===== src/rtl/m_ext_pkg.sv =====
// Shared M-extension types and constants for the iterative divider.
package m_ext_pkg;

  localparam int M_XLEN   = 32;
  localparam int DIV_ITER = M_XLEN;

  typedef enum logic [1:0] {
    OP_DIV  = 2'b00,
    OP_DIVU = 2'b01,
    OP_REM  = 2'b10,
    OP_REMU = 2'b11
  } type_div_op_e;

  typedef enum logic [2:0] {
    ST_IDLE = 3'd0,
    ST_PREP = 3'd1,
    ST_CALC = 3'd2,
    ST_FIX  = 3'd3,
    ST_DONE = 3'd4
  } type_div_state_e;

endpackage


===== src/rtl/div_step.sv =====
// One restoring-division iteration: shift {rem, quo} left, trial-subtract the divisor.
module div_step
  import m_ext_pkg::*;
#(
  parameter int XLEN = DIV_ITER
) (
  input  logic [XLEN:0]   rem,
  input  logic [XLEN-1:0] quo,
  input  logic [XLEN-1:0] divisor,
  output logic [XLEN:0]   rem_next,
  output logic [XLEN-1:0] quo_next
);

  logic [XLEN:0] rem_sh_s;
  logic [XLEN:0] trial_s;

  // Trial subtraction; the MSB of the XLEN+1-bit result is the borrow.
  always_comb begin
    rem_sh_s = {rem[XLEN-1:0], quo[XLEN-1]};
    trial_s  = rem_sh_s - {1'b0, divisor};
    if (!trial_s[XLEN]) begin
      rem_next = trial_s;
      quo_next = {quo[XLEN-2:0], 1'b1};
    end else begin
      rem_next = rem_sh_s;
      quo_next = {quo[XLEN-2:0], 1'b0};
    end
  end

endmodule


===== src/rtl/div_seq.sv =====
// Sequential radix-2 restoring divider for DIV/DIVU/REM/REMU with RISC-V
// divide-by-zero / overflow handling and flush abort.
module div_seq
  import m_ext_pkg::*;
#(
  parameter int XLEN = DIV_ITER
) (
  input  logic            clk,
  input  logic            rst_n,
  input  logic            div_req_i,
  input  logic [1:0]      div_op_i,
  input  logic [XLEN-1:0] dividend_i,
  input  logic [XLEN-1:0] divisor_i,
  input  logic            flush_i,
  output logic            div_ack_o,
  output logic [XLEN-1:0] div_result_o,
  output logic            div_busy_o
);

  localparam int CNT_W = $clog2(XLEN);
  localparam logic [XLEN-1:0] ONE_C = {{(XLEN-1){1'b0}}, 1'b1};

  type_div_state_e state_r;
  type_div_op_e    op_r;
  logic [XLEN:0]   rem_r;
  logic [XLEN-1:0] quo_r;
  logic [XLEN-1:0] dvs_r;
  logic [XLEN-1:0] result_r;
  logic [CNT_W-1:0] cnt_r;
  logic            quo_neg_r;
  logic            rem_neg_r;
  logic            ack_r;
  logic            busy_r;

  logic [XLEN:0]   rem_next_s;
  logic [XLEN-1:0] quo_next_s;
  logic            op_signed_s;
  logic            req_zero_s;
  logic            req_ovf_s;
  logic [XLEN-1:0] a_abs_s;
  logic [XLEN-1:0] b_abs_s;
  logic [XLEN-1:0] quo_fix_s;
  logic [XLEN-1:0] rem_fix_s;

  div_step #(.XLEN(XLEN)) u_step (
    .rem      (rem_r),
    .quo      (quo_r),
    .divisor  (dvs_r),
    .rem_next (rem_next_s),
    .quo_next (quo_next_s)
  );

  // Special-case detection on the incoming request, abs values and sign fix-up.
  always_comb begin
    op_signed_s = ~op_r[0];
    req_zero_s  = (divisor_i == {XLEN{1'b0}});
    req_ovf_s   = ~div_op_i[0] && (dividend_i == {1'b1, {(XLEN-1){1'b0}}})
                  && (divisor_i == {XLEN{1'b1}});
    if (op_signed_s && quo_r[XLEN-1]) begin
      a_abs_s = ~quo_r + ONE_C;
    end else begin
      a_abs_s = quo_r;
    end
    if (op_signed_s && dvs_r[XLEN-1]) begin
      b_abs_s = ~dvs_r + ONE_C;
    end else begin
      b_abs_s = dvs_r;
    end
    if (quo_neg_r) begin
      quo_fix_s = ~quo_r + ONE_C;
    end else begin
      quo_fix_s = quo_r;
    end
    if (rem_neg_r) begin
      rem_fix_s = ~rem_r[XLEN-1:0] + ONE_C;
    end else begin
      rem_fix_s = rem_r[XLEN-1:0];
    end
  end

  // Sequencing FSM with datapath registers and registered outputs.
  always_ff @(posedge clk or negedge rst_n) begin
    if (!rst_n) begin
      state_r   <= ST_IDLE;
      op_r      <= OP_DIV;
      rem_r     <= {(XLEN+1){1'b0}};
      quo_r     <= {XLEN{1'b0}};
      dvs_r     <= {XLEN{1'b0}};
      result_r  <= {XLEN{1'b0}};
      cnt_r     <= {CNT_W{1'b0}};
      quo_neg_r <= 1'b0;
      rem_neg_r <= 1'b0;
      ack_r     <= 1'b0;
      busy_r    <= 1'b0;
    end else if (flush_i) begin
      state_r <= ST_IDLE;
      ack_r   <= 1'b0;
      busy_r  <= 1'b0;
    end else begin
      case (state_r)
        ST_IDLE: begin
          ack_r <= 1'b0;
          if (div_req_i) begin
            op_r      <= type_div_op_e'(div_op_i);
            quo_r     <= dividend_i;
            dvs_r     <= divisor_i;
            rem_r     <= {(XLEN+1){1'b0}};
            quo_neg_r <= 1'b0;
            rem_neg_r <= 1'b0;
            busy_r    <= 1'b1;
            if (req_zero_s) begin
              result_r <= div_op_i[1] ? dividend_i : {XLEN{1'b1}};
              ack_r    <= 1'b1;
              state_r  <= ST_DONE;
            end else if (req_ovf_s) begin
              result_r <= div_op_i[1] ? {XLEN{1'b0}} : dividend_i;
              ack_r    <= 1'b1;
              state_r  <= ST_DONE;
            end else begin
              state_r <= ST_PREP;
            end
          end else begin
            busy_r <= 1'b0;
          end
        end
        ST_PREP: begin
          quo_r     <= a_abs_s;
          dvs_r     <= b_abs_s;
          quo_neg_r <= op_signed_s & (quo_r[XLEN-1] ^ dvs_r[XLEN-1]);
          rem_neg_r <= op_signed_s & quo_r[XLEN-1];
          cnt_r     <= CNT_W'(XLEN - 1);
          state_r   <= ST_CALC;
        end
        ST_CALC: begin
          rem_r <= rem_next_s;
          quo_r <= quo_next_s;
          if (cnt_r == {CNT_W{1'b0}}) begin
            state_r <= ST_FIX;
          end else begin
            cnt_r <= cnt_r - {{(CNT_W-1){1'b0}}, 1'b1};
          end
        end
        ST_FIX: begin
          result_r <= op_r[1] ? rem_fix_s : quo_fix_s;
          ack_r    <= 1'b1;
          state_r  <= ST_DONE;
        end
        ST_DONE: begin
          ack_r   <= 1'b0;
          busy_r  <= 1'b0;
          state_r <= ST_IDLE;
        end
        default: begin
          ack_r   <= 1'b0;
          busy_r  <= 1'b0;
          state_r <= ST_IDLE;
        end
      endcase
    end
  end

  // A flush in the DONE cycle must kill the ack in that same cycle.
  assign div_ack_o    = ack_r & ~flush_i;
  assign div_result_o = result_r;
  assign div_busy_o   = busy_r;

endmodule


===== config.mk =====
export PLATFORM = sky130hd
export DESIGN_NAME = div_seq
export DESIGN_NICKNAME = d
export VERILOG_FILES = /design/src/rtl/m_ext_pkg.sv /design/src/rtl/div_step.sv /design/src/rtl/div_seq.sv
export SDC_FILE = /design/constraint.sdc
export NUM_CORES = 1
export LEC_CHECK = 0
export ABC_CLOCK_PERIOD_IN_PS = 3300
export BUFFER_PORTS_ARGS = -buffer_cell sky130_fd_sc_hd__buf_4
export CORE_ASPECT_RATIO = 1.4
export CORE_MARGIN = 2
export CORE_UTILIZATION = 50
export CTS_BUF_LIST = sky130_fd_sc_hd__clkbuf_4 sky130_fd_sc_hd__clkbuf_8
export CTS_CLUSTER_SIZE = 25
export DETAILED_ROUTE_END_ITERATION = 10
export GPL_TIMING_DRIVEN = 0
export HOLD_SLACK_MARGIN = 0.1
export PLACE_DENSITY = 0.74
export REMOVE_ABC_BUFFERS = 1
export SYNTH_ARGS = -nofsm -noshare
export SYNTH_HDL_FRONTEND = slang
export SYNTH_SLANG_ARGS = --single-unit
export TNS_END_PERCENT = 1

===== constraint.sdc =====
create_clock -name clk -period 3.3 [get_ports clk]
set_input_delay 0.495 -clock clk [delete_from_list [all_inputs] [get_ports clk]]
set_output_delay 0.495 -clock clk [all_outputs]
set_load 0.05 [all_outputs]

After elaboration in Yosys (flattened, before gate mapping). Index checks and enable logic that the tools add are counted.

Input port bits: 70. Output and inout port bits: 34. Register bits: 142.

Reductions and logical operators: 22. Muxes and demuxes: 38. $add $sub $neg: 5. Bitwise operators: 10. Equal/unequal tests: 14.

Operator list (count): $mux W32 (14); $pmux W32 S2 (3); $add A32 B1 Y32 const B (3); $not A32 Y32 (3); $pmux W32 S3 (1); $eq A32 B32 Y1 const B (2); $sub A33 B32 Y33 (1); $logic_not A32 Y1 (1); $mux W3 (5); $pmux W3 S4 (1); $reduce_and A3 Y1 (4); $reduce_and A4 Y1 (3); $pmux W5 S2 (1); $ne A3 B3 Y1 const B (3); $mux W1 (8); $ne A2 B2 Y1 const B (4); $reduce_bool A2 Y1 (4); $eq A3 B2 Y1 const B (2); $pmux W1 S2 (3); $logic_not A5 Y1 (1); $mux W5 (1); $sub A5 B1 Y5 const B (1); $logic_and A1 B1 Y1 (4); $ne A2 B1 Y1 const B (2); other kinds (10) (14).

Depth between registers and ports, before layout. Gate-level depths: netlist of the first run.

Word-level depth: 8. Gate-level depth with buffers: 14. Mapped depth without buffers: 13.

Modules after synthesis. From an unflattened synthesis of the first run, not the netlist that was laid out.

Cell total of the unflattened synthesis: 1416. Area, all modules: 11866.4 um^2.

Modules (own cells, without submodules): div_seq (times used 1, cells an instance 1058, area an instance 9291.4 um^2); div_step (times used 1, cells an instance 358, area an instance 2575.0 um^2).

Least setup slack after synthesis of the first run. Ideal clock, no wire load.

Path kind: reg2reg. Start point: register quo_r[31]. End point: register rem_r[1]. Data required time: 3.166 ns. Buffers on the path: 1. Slack: 0.201 ns. Arrival: 2.966 ns. Setup time: 0.134 ns. Stages on the path, launching flop included: 15. Path through: dfrtp_1 inv_1 ha_1 inv_1 fa_1 a211oi_1 o211ai_1 a32oi_1 a211oi_1 o21ai_1 mux2i_1 nand2_1 buf_2 mux2i_1 o21ai_0.

Cells in the longest elaborated chain, start to end: 3.

RTL lines: start, declared (RTL line div_seq.sv:26) `logic [XLEN-1:0] quo_r;`; start signal, assigned (RTL line div_seq.sv:87) `quo_r <= {XLEN{1'b0}};`; start signal, assigned (RTL line div_seq.sv:105) `quo_r <= dividend_i;`; start signal, assigned (RTL line div_seq.sv:127) `quo_r <= a_abs_s;`; $sub A33 B32 Y33 (RTL line div_step.sv:20) `trial_s = rem_sh_s - {1'b0, divisor};`; $mux W32 (RTL line div_step.sv:21) `if (!trial_s[XLEN]) begin`; $pmux W32 S2 (RTL line div_seq.sv:100) `case (state_r)`; end signal, assigned (RTL line div_seq.sv:86) `rem_r <= {(XLEN+1){1'b0}};`; end signal, assigned (RTL line div_seq.sv:107) `rem_r <= {(XLEN+1){1'b0}};`; end signal, assigned (RTL line div_seq.sv:135) `rem_r <= rem_next_s;`; end, declared (RTL line div_seq.sv:25) `logic [XLEN:0] rem_r;`.

No other way between the ends. A chain may end at the register's enable or synchronous reset.

Worst setup path in the final report of the first run.
Start point: register quo_r[31]. End point: register rem_r[0].

Cells in the longest elaborated chain, start to end: 3.

RTL lines (RTL line): $sub A33 B32 Y33 (div_step.sv:20); $mux W32 (*) (div_step.sv:21); $pmux W32 S2 (*) (div_seq.sv:100).

Mark *: on every way between the ends. The rest lies on a longest branch, timed or not.

==> impl_metrics.yaml, run 1 <==
setup_path:
  path_cells: "inv_4, ha_1, inv_1, fa_2, a211oi_2, o211ai_1, a32oi_2, a211oi_2, o21ai_2, mux2i_2, nand2_4, buf_12, mux2i_1, a22o_1"
  reg2reg_slack_ns: -0.04
  cp_max_fo: 28
  slowest_delay_ns: 0.46
  critPathMostFrequentCell: "a211oi_2"
  critPathSlowestCell: "dfrtp_2"
  endpoint_kind: "register"
  rr_endpoint: "rem_r[0]$_DFFE_PN0P_"
  worstPathArrival_ns: 3.70
  reg2reg_depth: 14
  worstReg2RegStart: "quo_r[31]$_DFFE_PN0P_"
  required_ns: 3.67
  cp-start-kind: "register"
  path_class: "register to register"
die:
  dieHeight_um: 180
  core_um2: 21800
  dieArea_um2: 23400
  die-width_um: 130
  initial_core_util_pct: 50.9
  ioPinCount: 104
  placementRows: 64
pwr:
  power_switching_mw: 4.45
  p_total_mw: 9.30
  swShare_pct: 47.9
  peakVddDrop_mv: 0.310
  clkPwrFrac_pct: 16.0
  comb_power_share_pct: 49.3
  cellPowerDensity_nw_per_um2: 729
  p_int_mw: 4.85
  p_leak_nw: 5.30
  power_frac_seq_pct: 34.8
sta:
  final_hold_viol_count: 0
  rsz0062_at_grt: "yes"
  holdWs_ns: 0.261
  finalSetupViolations: 2
  worstMarginPinSlew_ns: 1.28
  timing.final.ws_setup_ns: -0.0353
  fmax_mhz: 300
  slew_headroom_pct: 14.8
  timing.final.crit_share_pct: 101
  slew_viol_final: 0
  fin_crit_ns: 3.34
  fin_worst_skew_ns: 0.0156
status:
  violations: "setup timing"
  status: "complete, but fails checks"
hold_path:
  hold_path.class: "input pin to register"
  hold_start: "divisor_i[22]"
  whs_path_depth: 2
  hold_path_end: "dvs_r[22]$_DFFE_PN0P_"
logic_synthesis:
  synth-simple-area-share_pct: 22.7
  synthXorXnorAreaFrac_pct: 7.99
  ys.flop_type: "dfrtp_1"
  yosysSeqAreaShare_pct: 32.1
  async_flop_share_pct: 100
  synth_compound_gate_area_share_pct: 24.4
  ys_ff_latch: 142
  yosys_warnings: 0
  synthAdderAreaFrac_pct: 4.36
  ys_types: 70
  syn_inst: 1385
  synth_enable_flop_cells: 0
  postSynthAreaPerCell_um2: 8.00
  synth_top_family_by_area: "compound AO/OA/AOI/OAI gates"
  syn_area_um2: 11100
  muxShareOfSynthArea_pct: 3.67
global_route:
  grt_pass1_vias: 10600
  grt_pass1_wl_mm: 57.3
  grt_use_total_pct: 31.0
  antenna_found_initial: 0
  grt-ovfl-total: 0
  grt_max_degree: 94
cells_and_area:
  regArea_um2: 3560
  num-nets-final: 1553
  area_growth_pct: 15.3
  drive_above_1_share_pct: 15.5
  diodes: 0
  fin_area_um2: 12800
  multi_input_area_um2: 7190
  n_fill_cell: 2025
  final_core_util_pct: 58.6
clock_network:
  cts.clk_slew.worst_paths_ns: 0.09
  cts_tree: "yes"
  h-tree-depth: 4
  cts-buffers-inserted: 17
  cts_buffer_depth: 2
  worstSkewPairLatency_ns: 0.49
  cts_root_buf: "clkbuf_8"
  cts_sinks: 142
detailed_routing:
  drtAntennaViolNets: 0
  vias: 11200
  dr.pass1.iters: 5
  drt-total-wl_mm: 36.0
  wl_per_cell_um: 20.5
  drc: 0
  initialDrtViolationCount: 1124
  vias_per_cell: 6.36
placement:
  place_area_um2: 12200
  gp_congestion: 0.939
  hpwl_mm: 26.3
  port_buffers: 103
  place_ws_ns: -1.07
flow_run:
  drv_cap: 0
## per-layer routing
metal / part of all wire [%] / routed length, µm / track usage (%) / up-vias
met5: 0 / 0 / 0 / -
met4: 6.8 / 2440 / 20.3 / 0
met3: 6.7 / 2410 / 4.96 / 117
met2: 47 / 17100 / 49.1 / 533
met1: 39 / 14100 / 38.7 / 5308
li1: - / - / - / 5198
## flip-flops by register name, summed over array words and instances, names as in the netlist
name and cells:
rem_r 32, dvs_r 32, cnt_r 5, quo_r 32, ack_r 1, op_r 2
quo_neg_r 1, div_result_o 32, state_r 3, rem_neg_r 1, div_busy_o 1
## through the flow
| step | setup TNS, ns | std cells |
|---|---|---|
| floorplan | -16.14 | 1305 |
| global placement | -241.81 | 1705 |
| detailed placement | -49.07 | 1717 |
| CTS | -4.26 | 1754 |
| global route | -3.45 | 1755 |
| finish | -0.0448 | 1755 |
## power groups by stage
| stage | Combinational (mW) | Clock, mW | Sequential [mW] |
|---|---|---|---|
| final | 4.59 | 1.49 | 3.23 |
| after global routing | 5.01 | 1.56 | 3.34 |
| after CTS | 4.52 | 1.50 | 3.18 |
| after detailed placement | 4.47 | 0 | 3.20 |
| after global placement | 4.29 | 0 | 3.18 |
| after floorplan | 2.60 | 0 | 3.60 |
## logic make-up (layout without fill, tap and decap cells)
family,Yosys count,count (layout)
and+or+nand+nor,512,512
AOI/OAI and AO/OA,420,420
DFF,142,142
buffers and inverters,132,205
xor gates and xnor gates,101,101
muxes,40,40
adders and majority gates,38,38
## synth_stat cells (14+ instances only)
cell	n	share of area [%]
a21oi_1	67	3.0
a221oi_1	30	2.4
clkbuf_1	67	2.3
dfrtp_1	142	32
ha_1	37	4.2
inv_1	52	1.8
mux2i_1	35	3.2
nand2_1	193	6.5
nand3_1	22	0.99
nand4_1	18	1.0
nor2_1	95	3.2
nor3_1	37	1.7
nor3b_1	26	1.8
nor4_1	26	1.5
o211ai_1	14	0.95
o21ai_0	169	7.6
o221ai_1	15	1.2
o31ai_1	14	0.95
or3_1	28	1.6
xnor2_1	56	4.4
xor2_1	45	3.6
## worst max-delay path by stage
stage,start,to,slack (ns),depth (start not counted)
finish,quo_r[31]$_DFFE_PN0P_,rem_r[0]$_DFFE_PN0P_,-0.04,14
global route,rem_r[0]$_DFFE_PN0P_,div_result_o[28]$_DFFE_PN0P_,-0.17,11
CTS,quo_r[31]$_DFFE_PN0P_,rem_r[0]$_DFFE_PN0P_,-0.23,14
detailed placement,dividend_i[16],div_result_o[1]$_DFFE_PN0P_,-1.07,9
global placement,state_r[0]$_DFFE_PN0P_,cnt_r[4]$_DFFE_PN0P_,-3.31,8
floorplan,state_r[0]$_DFFE_PN0P_,cnt_r[4]$_DFFE_PN0P_,-0.49,8
## layout make-up
| type | instances | area share, % |
|---|---|---|
| clock buffer | 22 | 2.32 |
| inverter | 52 | 1.55 |
| timing repair buffer | 121 | 8.19 |
| clock inverter | 10 | 0.872 |
| sequential | 142 | 27.8 |
| multi-input combinational | 1111 | 56.3 |
| tap | 297 | 2.91 |
## worst max-delay path: cells and delay by family, from the launching register on
| kind | cells | cell delay (ns) |
|---|---|---|
| AO/OA/AOI/OAI | 6 | 1.25 |
| adder cells (fa/ha/maj) | 2 | 0.55 |
| multiplexers | 2 | 0.48 |
| flip-flops | 1 | 0.46 |
| buffers and inverters | 3 | 0.38 |
| AND/OR/NAND/NOR | 1 | 0.09 |
## repair_timing
item	CTS	global route
pin swaps	2	3
resized for setup	22	21
endpoints found under the setup margin	73	60
setup buffers	4	1
hold endpoints to repair	49	0
hold buffers	1	0
## layout by cell type (no fill, tap or decap), drive strengths merged, types with 22 or more instances in the layout
| cell type | count |
|---|---|
| a21oi | 67 |
| a221oi | 30 |
| buf | 120 |
| clkbuf | 22 |
| dfrtp | 142 |
| ha | 37 |
| inv | 52 |
| mux2i | 35 |
| nand2 | 193 |
| nand3 | 22 |
| nor2 | 96 |
| nor3 | 38 |
| nor3b | 26 |
| nor4 | 26 |
| o21ai | 172 |
| or3 | 29 |
| xnor2 | 56 |
| xor2 | 45 |
No activity file was read; power rests on OpenSTA's default activity.
==> run 2: changes to the inputs <==
--- a/config.mk
+++ b/config.mk
@@ -8,7 +8,6 @@
 export ABC_CLOCK_PERIOD_IN_PS = 3300
 export BUFFER_PORTS_ARGS = -buffer_cell sky130_fd_sc_hd__buf_4
 export CORE_ASPECT_RATIO = 1.4
-export CORE_MARGIN = 2
 export CORE_UTILIZATION = 50
 export CTS_BUF_LIST = sky130_fd_sc_hd__clkbuf_4 sky130_fd_sc_hd__clkbuf_8
 export CTS_CLUSTER_SIZE = 25
==> impl_metrics.yaml, run 2 (synthesis gave the netlist of run 1 again) <==
status:
  status: "complete, but fails checks"
  violations: "setup timing"
cells_and_area:
  final_cell_mix: "190 x nand2_1, 148 x o21ai_0, 139 x dfrtp_1, 109 x buf_4, 91 x nor2_1"
  drive_above_1_share_pct: 16.1
  final_common_cell: "nand2_1"
  multi_input_area_um2: 7240
  regArea_um2: 3560
  num-nets-final: 1557
  n_fill_cell: 2015
  area_growth_pct: 16.6
  diodes: 0
  final_core_util_pct: 59.3
  fin_area_um2: 12900
detailed_routing:
  wl_met2_mm: 17.8
  drc: 0
  top_layer: "met4"
  met1Wirelength_mm: 14.1
  initialDrtViolationCount: 988
  dr.pass1.iters: 6
  wl_per_cell_um: 20.8
  met3_length_mm: 2.30
  vias_per_cell: 6.44
  drtAntennaViolNets: 0
  vias: 11300
  drt-total-wl_mm: 36.5
die:
  core_um2: 21800
  dieHeight_um: 178
  dieArea_um2: 22800
  initial_core_util_pct: 50.9
  die-width_um: 128
  ioPinCount: 104
  placementRows: 64
global_route:
  grt-ovfl-total: 0
  grt_use_total_pct: 31.7
  grt_pass1_wl_mm: 55.9
  grt_max_degree: 81
  antenna_found_initial: 0
  grt_pass1_vias: 10400
clock_network:
  cts.clk_slew.worst_paths_ns: 0.08
  worstSkewPairLatency_ns: 0.47
  cts_buffer_depth: 2
  h-tree-depth: 4
  cts_tree: "yes"
  cts_sinks: 142
  cts_root_buf: "clkbuf_8"
  cts-buffers-inserted: 17
pwr:
  p_leak_nw: 5.35
  cellPowerDensity_nw_per_um2: 738
  peakVddDrop_mv: 0.330
  p_total_mw: 9.53
sta:
  slew_headroom_pct: 13.9
  finalSetupViolations: 30
  fin_crit_ns: 3.37
  fin_worst_skew_ns: 0.0153
  final_hold_viol_count: 0
  slew_viol_final: 0
  fmax_mhz: 297
  rsz0062_at_grt: "yes"
  timing.final.crit_share_pct: 102
  worstMarginPinSlew_ns: 1.29
  timing.final.ws_setup_ns: -0.0713
placement:
  hpwl_mm: 26.5
  port_buffers: 103
  place_ws_ns: -0.826
  gp_congestion: 0.965
  place_area_um2: 12100
setup_path:
  cp-start-kind: "register"
  rr_endpoint: "rem_r[20]$_DFFE_PN0P_"
  worstReg2RegStart: "quo_r[31]$_DFFE_PN0P_"
  worstPathArrival_ns: 3.70
  reg2reg_slack_ns: -0.07
  endpoint_kind: "register"
  path_class: "register to register"
  cp_max_fo: 8
  required_ns: 3.63
  reg2reg_depth: 14
flow_run:
  drv_cap: 0
hold_path:
  whs_path_depth: 3
  hold_start: "divisor_i[0]"
  hold_path_end: "dvs_r[0]$_DFFE_PN0P_"
  hold_path.class: "input pin to register"
run 2: where the power goes:
group / internal, mW / switching [mW] / leakage (nW)
clock: 0.941 / 0.723 / 0.228
combinational: 1.78 / 2.84 / 3.32
sequential: 2.33 / 0.909 / 1.80
total: 5.06 / 4.48 / 5.35
run 2: worst max path at each step:
stage / startpoint / endpoint / slack [ns] / depth (start not counted)
2_1_floorplan: state_r[0]$_DFFE_PN0P_ / cnt_r[4]$_DFFE_PN0P_ / -0.49 / 8
3_3_place_gp: state_r[0]$_DFFE_PN0P_ / cnt_r[4]$_DFFE_PN0P_ / -3.32 / 8
3_5_place_dp: dividend_i[16] / div_result_o[1]$_DFFE_PN0P_ / -0.83 / 9
4_1_cts: state_r[0]$_DFFE_PN0P_ / rem_r[2]$_DFFE_PN0P_ / -0.1 / 5
5_1_grt: quo_r[31]$_DFFE_PN0P_ / rem_r[20]$_DFFE_PN0P_ / -0.20 / 14
6_report: quo_r[31]$_DFFE_PN0P_ / rem_r[20]$_DFFE_PN0P_ / -0.07 / 14
run 2: layer usage:
layer	vias to the layer above	GRT usage [%]
met5	-	0
met3	116	4.86
met4	0	20.8
met2	501	53.7
li1	5213	-
met1	5483	37.2
run 2: per-stage QoR:
stage,TNS (ns),hold WS [ns],cells
floorplan,-16.14,0.199,1305
global placement,-242.04,0.451,1705
detailed placement,-39.33,0.457,1715
CTS,-0.206,0.252,1749
global route,-4.92,0.263,1758
finish,-0.818,0.272,1758
run 2: what timing repair did:
action                                  4_1_cts  5_1_grt
endpoints found under the setup margin       71       63
pin swaps                                     1       10
buffers inserted                              2        6
cloned                                        0        3
endpoints found under the hold margin        62        0
hold buffers                                  1        0
gates resized for setup                      20       53
run 2: area by class of cell:
| type | count | share of cell area, % |
|---|---|---|
| sequential | 142 | 27.5 |
| multi-input combinational | 1111 | 56.1 |
| clock inverter | 11 | 1.46 |
| inverter | 52 | 1.55 |
| tap | 297 | 2.88 |
| clock buffer | 20 | 2.08 |
| timing repair buffer | 125 | 8.41 |
run 2: critical path: stages, from the launching register on:
cell and delay [ns]:
dfrtp_2 0.44, clkinv_4 0.10, ha_4 0.14, inv_2 0.04, fa_2 0.36, a211oi_2 0.27, o211ai_1 0.23, a32oi_2 0.34
a211oi_4 0.13, o21ai_2 0.18, mux2i_1 0.28, nand2_2 0.22, clkbuf_16 0.24, mux2i_1 0.17, o21ai_0 0.09
==> run 3: changes to the inputs <==
--- a/config.mk
+++ b/config.mk
@@ -5,6 +5,7 @@
 export SDC_FILE = /design/constraint.sdc
 export NUM_CORES = 1
 export LEC_CHECK = 0
+export ABC_AREA = 1
 export ABC_CLOCK_PERIOD_IN_PS = 3300
 export BUFFER_PORTS_ARGS = -buffer_cell sky130_fd_sc_hd__buf_4
 export CORE_ASPECT_RATIO = 1.4
@@ -14,9 +15,10 @@
 export DETAILED_ROUTE_END_ITERATION = 10
 export GPL_TIMING_DRIVEN = 0
 export HOLD_SLACK_MARGIN = 0.1
-export PLACE_DENSITY = 0.74
+export PLACE_DENSITY = 0.73
 export REMOVE_ABC_BUFFERS = 1
 export SYNTH_ARGS = -nofsm -noshare
 export SYNTH_HDL_FRONTEND = slang
+export SYNTH_HIERARCHICAL = 1
 export SYNTH_SLANG_ARGS = --single-unit
 export TNS_END_PERCENT = 1
==> impl_metrics.yaml, run 3 <==
status:
  status: "finished clean"
sta:
  worstMarginPinSlew_ns: 1.34
  finalSetupTns_ns: 0
  timing.final.crit_share_pct: 98.2
  slew_viol_final: 0
  slew_headroom_pct: 10.4
  fin_worst_skew_ns: 0.0162
  rsz0062_at_grt: "yes"
  fin_crit_ns: 3.24
  fmax_mhz: 309
  finalSetupViolations: 0
  final_hold_viol_count: 0
clock_network:
  worstSkewPairLatency_ns: 0.52
  cts-buffers-inserted: 17
  cts_tree: "yes"
  cts_root_buf: "clkbuf_8"
  cts_sinks: 142
  cts_buffer_depth: 2
  cts.clk_slew.worst_paths_ns: 0.09
  h-tree-depth: 4
pwr:
  comb_power_share_pct: 58.3
  p_int_mw: 5.04
  power_frac_seq_pct: 28.8
  p_leak_nw: 7.92
  power_switching_mw: 6.33
  p_total_mw: 11.4
  peakVddDrop_mv: 0.450
  swShare_pct: 55.7
  cellPowerDensity_nw_per_um2: 757
  clkPwrFrac_pct: 12.9
die:
  core_um2: 26800
  placementRows: 71
  ioPinCount: 104
  initial_core_util_pct: 50.7
  die-width_um: 141
  dieArea_um2: 27900
  dieHeight_um: 197
hold_path:
  hold_start: "flush_i"
  hold_path.class: "input pin to register"
logic_synthesis:
  postSynthAreaPerCell_um2: 5.94
  syn_inst: 2290
  syn_area_um2: 13600
  yosys_warnings: 6
cells_and_area:
  stdcell_count: 2715
  diodes: 0
  n_fill_cell: 2842
  drive_above_1_share_pct: 10.5
  final_cell_mix: "735 x nand2_1, 302 x inv_1, 259 x nand3_1, 239 x nor2_1, 140 x o21ai_0"
  area_growth_pct: 10.5
  regArea_um2: 3560
  final_common_cell: "nand2_1"
  num-nets-final: 2446
  multi_input_area_um2: 8350
detailed_routing:
  vias: 15200
  drc: 0
  met3_length_mm: 2.59
  met1Wirelength_mm: 18.2
  top_layer: "met4"
  drt-total-wl_mm: 50.8
  wl_met2_mm: 25.6
  dr.pass1.iters: 7
  vias_per_cell: 5.61
  drtAntennaViolNets: 0
  initialDrtViolationCount: 1144
  wl_per_cell_um: 18.7
setup_path:
  endpoint_kind: "register"
  worstPathArrival_ns: 3.69
  path_class: "register to register"
  worstReg2RegStart: "quo_neg_r$_DFFE_PN0P_"
  critical_path.startpoint: "quo_neg_r$_DFFE_PN0P_"
  cp-start-kind: "register"
  cp_max_fo: 33
  required_ns: 3.75
global_route:
  grt_pass1_wl_mm: 78.2
  grt_max_degree: 78
  grt-ovfl-total: 0
  grt_use_total_pct: 37.2
  grt_pass1_vias: 14700
  antenna_found_initial: 0
placement:
  hpwl_mm: 37.8
  gp_congestion: 0.989
  port_buffers: 103
  dp_cells: 2656
flow_run:
  drv_cap: 0
[run 3: path summary, 6_finish.rpt]
check                      cells past startpoint  slack [ns]                      endpoint
setup / recovery                               8        0.06  div_result_o[15]$_DFFE_PN0P_
hold / removal                                 2        0.20        state_r[1]$_DFFE_PN0P_
setup reg to reg                               8        0.06  div_result_o[15]$_DFFE_PN0P_
hold reg to reg                                2        0.49  div_result_o[15]$_DFFE_PN0P_
max in group asynchronous                      3        1.83         quo_r[22]$_DFFE_PN0P_
min in group asynchronous                      2        0.59          dvs_r[4]$_DFFE_PN0P_
[run 3: power groups by stage]
stage	clock network [mW]	logic [mW]	registers [mW]
2_1_floorplan	0	4.03	3.52
3_3_place_gp	0	6.16	3.32
3_5_place_dp	0	6.39	3.25
4_1_cts	1.48	6.47	3.23
5_1_grt	1.53	7.33	3.36
6_report	1.46	6.63	3.28
[run 3: routing by layer]
metal / vias to the layer above / global-route usage, %
met2: 613 / 67.1
met3: 215 / 4.39
met4: 0 / 30.2
met1: 6959 / 38.8
li1: 7444 / -
met5: - / 0
[run 3: layout make-up]
cell class	count	share of cell area (%)
Clock buffer	19	1.74
Clock inverter	13	0.866
Inverter	320	8.11
Multi-Input combinational cell	1725	55.6
Sequential cell	142	23.7
Tap cell	365	3.04
Timing Repair Buffer	127	6.74
Timing Repair inverter	4	0.183
[run 3: through the flow]
| step | cell area [µm²] | setup WS, ns | hold WS, ns | util [%] |
|---|---|---|---|---|
| floorplan | 13000 | -0.146 | 0.199 | - |
| global placement | 14200 | -1.49 | 0.466 | 53.1 |
| detailed placement | 14300 | -1.45 | 0.471 | 53.4 |
| CTS | 14900 | -0.162 | 0.179 | 55.5 |
| global route | 15000 | -0.0430 | 0.195 | 56.0 |
| finish | 15000 | 0.0604 | 0.197 | 56.0 |
[run 3: worst max-delay path, cell delays in order (launching register included)]
cell and delay (ns):
dfrtp_1 1.24, inv_1 0.99, a21oi_1 0.35, o21ai_0 0.11, nand2_1 0.12, nand2_1 0.07, nand2_1 0.13, nand2_1 0.08
nand2_1 0.07
[run 3: what timing repair did]
item                                   CTS  global route
setup endpoints to repair              113           113
hold buffers                             1             0
pin swaps                                3             6
cloned                                   5             1
endpoints found under the hold margin   76             0
resized for setup                       15            17
buffers inserted                        10            10
